## src/rtl/inst_axi_rbridge.sv

```systemverilog
// Instruction-fetch bridge: SRAM-like request port to AXI AR/R, in-order, single ARID.
// Optional flush cancellation of in-flight reads is built when INST_BRIDGE_CANCEL_EN is defined.
module inst_axi_rbridge #(
    parameter int unsigned OUTSTANDING = 2,
    parameter int unsigned CNT_W       = 3,
    parameter logic [3:0]  ARID_VAL    = 4'd0
) (
    input  logic        clk,
    input  logic        reset,

    input  logic        inst_sram_req,
    input  logic        inst_sram_wr,
    input  logic [1:0]  inst_sram_size,
    input  logic [3:0]  inst_sram_wstrb,
    input  logic [31:0] inst_sram_addr,
    input  logic [31:0] inst_sram_wdata,
    output logic        inst_sram_addr_ok,
    output logic        inst_sram_data_ok,
    output logic [31:0] inst_sram_rdata,

    input  logic        flush,

    output logic [3:0]  arid,
    output logic [31:0] araddr,
    output logic [7:0]  arlen,
    output logic [2:0]  arsize,
    output logic [1:0]  arburst,
    output logic [1:0]  arlock,
    output logic [3:0]  arcache,
    output logic [2:0]  arprot,
    output logic        arvalid,
    input  logic        arready,

    input  logic [3:0]  rid,
    input  logic [31:0] rdata,
    input  logic [1:0]  rresp,
    input  logic        rlast,
    input  logic        rvalid,
    output logic        rready
);

    localparam logic [CNT_W-1:0] MaxCnt = CNT_W'(OUTSTANDING);
    localparam logic [CNT_W-1:0] One    = CNT_W'(1);

    logic [CNT_W-1:0] in_cnt_q, in_cnt_d;
    logic             addr_ok;
    logic             r_fire;

    // Write-side inputs and R-channel id/resp carry no information for a fetch port.
    logic unused_inputs;
    assign unused_inputs = ^{inst_sram_wr, inst_sram_wstrb, inst_sram_wdata, rid, rresp};

    assign arid    = ARID_VAL;
    assign arlen   = 8'd0;
    assign arburst = 2'b01;
    assign arlock  = 2'b00;
    assign arcache = 4'd0;
    assign arprot  = 3'd0;
    assign rready  = 1'b1;

    assign r_fire  = rvalid & rlast;
    assign addr_ok = ~reset & inst_sram_req & ~arvalid & (in_cnt_q < MaxCnt) & ~flush;

    assign inst_sram_addr_ok = addr_ok;
    assign inst_sram_rdata   = rdata;

    always_ff @(posedge clk or posedge reset) begin
        if (reset) begin
            arvalid <= 1'b0;
            araddr  <= 32'd0;
            arsize  <= 3'd0;
        end else if (addr_ok) begin
            arvalid <= 1'b1;
            araddr  <= inst_sram_addr;
            arsize  <= {1'b0, inst_sram_size};
        end else if (arready) begin
            arvalid <= 1'b0;
        end
    end

    always_comb begin
        in_cnt_d = in_cnt_q;
        unique case ({addr_ok, r_fire})
            2'b10:   in_cnt_d = in_cnt_q + One;
            2'b01:   in_cnt_d = (in_cnt_q == '0) ? '0 : in_cnt_q - One;
            default: in_cnt_d = in_cnt_q;
        endcase
    end

    always_ff @(posedge clk or posedge reset) begin
        if (reset) begin
            in_cnt_q <= '0;
        end else begin
            in_cnt_q <= in_cnt_d;
        end
    end

`ifdef INST_BRIDGE_CANCEL_EN
    logic [CNT_W-1:0] drop_cnt_q, drop_cnt_d;

    // Flush discards everything still in flight; a beat landing in the flush cycle is one of them.
    always_comb begin
        drop_cnt_d = drop_cnt_q;
        if (flush) begin
            if (r_fire) begin
                drop_cnt_d = (in_cnt_q == '0) ? '0 : in_cnt_q - One;
            end else begin
                drop_cnt_d = in_cnt_q;
            end
        end else if (r_fire && drop_cnt_q != '0) begin
            drop_cnt_d = drop_cnt_q - One;
        end
    end

    always_ff @(posedge clk or posedge reset) begin
        if (reset) begin
            drop_cnt_q <= '0;
        end else begin
            drop_cnt_q <= drop_cnt_d;
        end
    end

    assign inst_sram_data_ok = ~reset & r_fire & (drop_cnt_q == '0) & ~flush;
`else
    assign inst_sram_data_ok = ~reset & r_fire;
`endif

endmodule

```

## config.mk

```make
export PLATFORM = sky130hd
export DESIGN_NAME = inst_axi_rbridge
export DESIGN_NICKNAME = d
export VERILOG_FILES = /design/src/rtl/inst_axi_rbridge.sv
export SDC_FILE = /design/constraint.sdc
export NUM_CORES = 1
export LEC_CHECK = 0
export ABC_AREA = 1
export CAP_MARGIN = 20
export CORE_UTILIZATION = 25
export CTS_BUF_LIST = sky130_fd_sc_hd__clkbuf_4
export CTS_CLUSTER_DIAMETER = 150
export DETAILED_ROUTE_END_ITERATION = 10
export MAX_ROUTING_LAYER = met4
export PLACE_DENSITY = 0.69
export SLEW_MARGIN = 20
export SYNTH_ARGS = -nofsm -noshare
export SYNTH_HDL_FRONTEND = slang
export SYNTH_SLANG_ARGS = --single-unit
```

## constraint.sdc

```tcl
create_clock -name clk -period 2.2 [get_ports clk]
set_input_delay 0.66 -clock clk [delete_from_list [all_inputs] [get_ports clk]]
set_output_delay 0.66 -clock clk [all_outputs]
set_load 0.01 [all_outputs]
```

==> metrics.md <==
| Metric | Value |
|---|---|
| Hold Path Cell Cnt | `2` |
| CTS clk-pin slew, worst paths | `0.11 ns` |
| Global-route wire length before repair | `7.57 mm` |
| Max IR drop VDD | `0.382 mV` |
| Final WL | `4.82 mm` |
| Worst-skew pair later-pin latency | `0.33 ns` |
| H-Tree Depth | `2` |
| Critical Path RT | `1.54 ns` |
| Clk pwr share | `0.184` |
| Core footprint | `8300 um^2` |
| Initial Util | `0.262` |
| Commonest non-fill, non-tap cell in the layout | `nand2_1` |
| Library cells used by synthesis | `15` |
| CP endpoint kind | `output port` |
| Share of cells above drive strength 1 | `0.0803` |
| Vias in the first global route | `1619` |
| Final setup fails | `0` |
| Reg2reg path depth | `8` |
| Die width | `95.3 um` |
| DR WL/cell | `11.9 um` |
| Leakage power | `1.39 nW` |
| Overall global routing resource usage | `0.112` |
| Setup ws final | `0.0512 ns` |
| Core Rows | `33` |
| Number of placed I/O pins | `210` |
| Layout Area Growth over Synthesis | `30.1%` |
| TritonCTS buffer count | `5` |
| Die area | `9080 um^2` |
| Pwr dens | `1120 nW/um^2` |
| Yosys reg bits | `38` |
| DR vias | `1663` |
| Worst r2r dst | `in_cnt_q[2]` |
| HPWL Detailed | `3.35 mm` |
| Pins Over Slew Limit | `0` |
| Diodes inserted | `0` |
| Synth warnings | `0` |
| Largest net degree at the start of global routing | `37` |
| Clk sinks | `38` |
| Switch share | `0.337` |
| CTS Hold Buffers Added | `0` |
| Total of max-cap violations | `0` |
| Clk buf depth | `2` |
| GR Overflow Total | `0` |
| WS Path Type | `in -> out` |
| Initial antenna violation count | `0` |
| Hold WC Path Type | `reg -> reg` |
| WHS Endpoint | `araddr[24]` |
| Maximum fanout along the worst path | `2` |
| Syn avg cell area | `8.66 um^2` |
| Clock root cell | `clkbuf_4` |
| Post-route ant nets | `0` |
| Minimum clock period | `2.15 ns` |
| Layout Nets | `419` |
| Placed cell areas | `2720 um^2` |
| Outcome | `finished, final reports clean` |
| RSZ-0062 raised after global routing | `no` |
| Final Cell Area | `2830 um^2` |
| Startpoint types | `input port` |
| TritonCTS clock tree | `yes` |
| Reg2reg setup slack | `0.42 ns` |
| Sw power | `0.00107 W` |
| Pwr Total | `0.00316 W` |
| Most frequent cells in the layout | `nand2_1 (75), clkdlybuf4s50_1 (73), dfrtp_1 (38)` |
| Logic pwr share | `0.438` |
| First DRT Iteration DRCs | `50` |
| Cell Area, Synth | `2170 um^2` |
| Mapped Cells | `251` |
| Final period util | `0.977` |
| Register area share after synthesis | `0.437` |
| Via-to-Cell Ratio | `4.12` |
| Int Pwr | `0.00210 W` |
| GPL Wtd Cong | `0.660` |
| Reg2reg start | `in_cnt_q[2]` |
| Clock skew | `0.00567 ns` |
| Setup_tns | `0 ns` |
| DRT Pass-1 Iters | `4` |
| Worst Path Arrival | `1.49 ns` |
| Die Y | `95.3 um` |
| Final routed DRC violation total | `0` |
| HP Start | `araddr[24]` |
| Sequential power share | `0.378` |
| IO buf count | `77` |
| Hold Violations, Final | `0` |
| Pre-CTS setup slack | `-0.386 ns` |
| FMAX | `465 MHz` |
==> Yosys cell counts <==
library cell,n,area [um^2]
a21oi_1,3,15.0
buf_2,9,45.0
buf_4,57,428
buf_6,3,33.8
conb_1,2,7.51
dfrtp_1,38,951
ha_1,5,62.6
inv_1,13,48.8
nand2_1,75,282
nand3_1,2,10.0
nand3_4,1,17.5
nand4_1,34,213
nor2_1,2,7.51
nor2_4,3,33.8
o21ai_0,4,20.0
==> cell type report <==
type                       instances  area, um^2
clock buffer                       5        37.5
timing repair buffer              86         842
tap                              105         131
inverter                          13        48.8
multi-input combinational        154         754
clock inverter                     3        63.8
sequential                        38         951
fill                             885        5470
==> layer usage <==
metal	GRT usage	wire length, um	vias up
met5	-	0	-
met4	0.0404	90	0
li1	-	-	823
met2	0.180	2250	69
met3	0.0375	344	13
met1	0.131	2130	758
==> power groups by stage <==
stage | registers (W) | logic [W] | clock network (W)
2_1_floorplan | 0.00133 | 0.000584 | 0
3_3_place_gp | 0.00120 | 0.00137 | 0
3_5_place_dp | 0.00120 | 0.00141 | 0
4_1_cts | 0.00120 | 0.00140 | 0.000615
5_1_grt | 0.00123 | 0.00153 | 0.000640
6_report | 0.00120 | 0.00139 | 0.000582
==> critical path: stages <==
cell             delay, ns
clkdlybuf4s50_1       0.46
nand2_1               0.06
nor2_1                0.09
clkdlybuf4s15_2       0.23
==> state kept, by name, indices dropped and copies added (netlist names) <==
name / count
in_cnt_q: 3
arvalid: 1
araddr: 32
arsize: 2
==> worst max-delay path by stage <==
stage | start | endpoint | slack (ns) | depth (start not counted)
after floorplan | inst_sram_req | in_cnt_q[2] | 0.29 | 9
after global placement | inst_sram_req | inst_sram_addr_ok | -0.39 | 6
after detailed placement | reset | inst_sram_addr_ok | -0.39 | 5
after CTS | inst_sram_req | inst_sram_addr_ok | 0.007 | 6
after global routing | rlast | inst_sram_data_ok | 0.007 | 4
final | rlast | inst_sram_data_ok | 0.05 | 4
==> repair_timing <==
item,CTS,global route
pin swaps,1,1
setup buffers,0,0
resized for setup,10,2
setup endpoints to repair,2,3
==> kinds of logic after synthesis <==
group	Yosys count	synth area share
buffers and inverters	82	0.255
and+or+nand+nor	117	0.259
DFF	38	0.437
adders and majority gates	5	0.0288
other	2	0.00345
AOI/OAI and AO/OA	7	0.0161
==> per-stage QoR <==
| stage | std cells | utilization | hold slack, ns |
|---|---|---|---|
| finish | 404 | 0.341 | 0.493 |
| floorplan | 274 | - | 0.513 |
| CTS | 404 | 0.340 | 0.499 |
| global placement | 396 | 0.328 | 0.462 |
| global route | 404 | 0.341 | 0.507 |
| detailed placement | 396 | 0.328 | 0.466 |
Power figures use the tool's default switching activity.
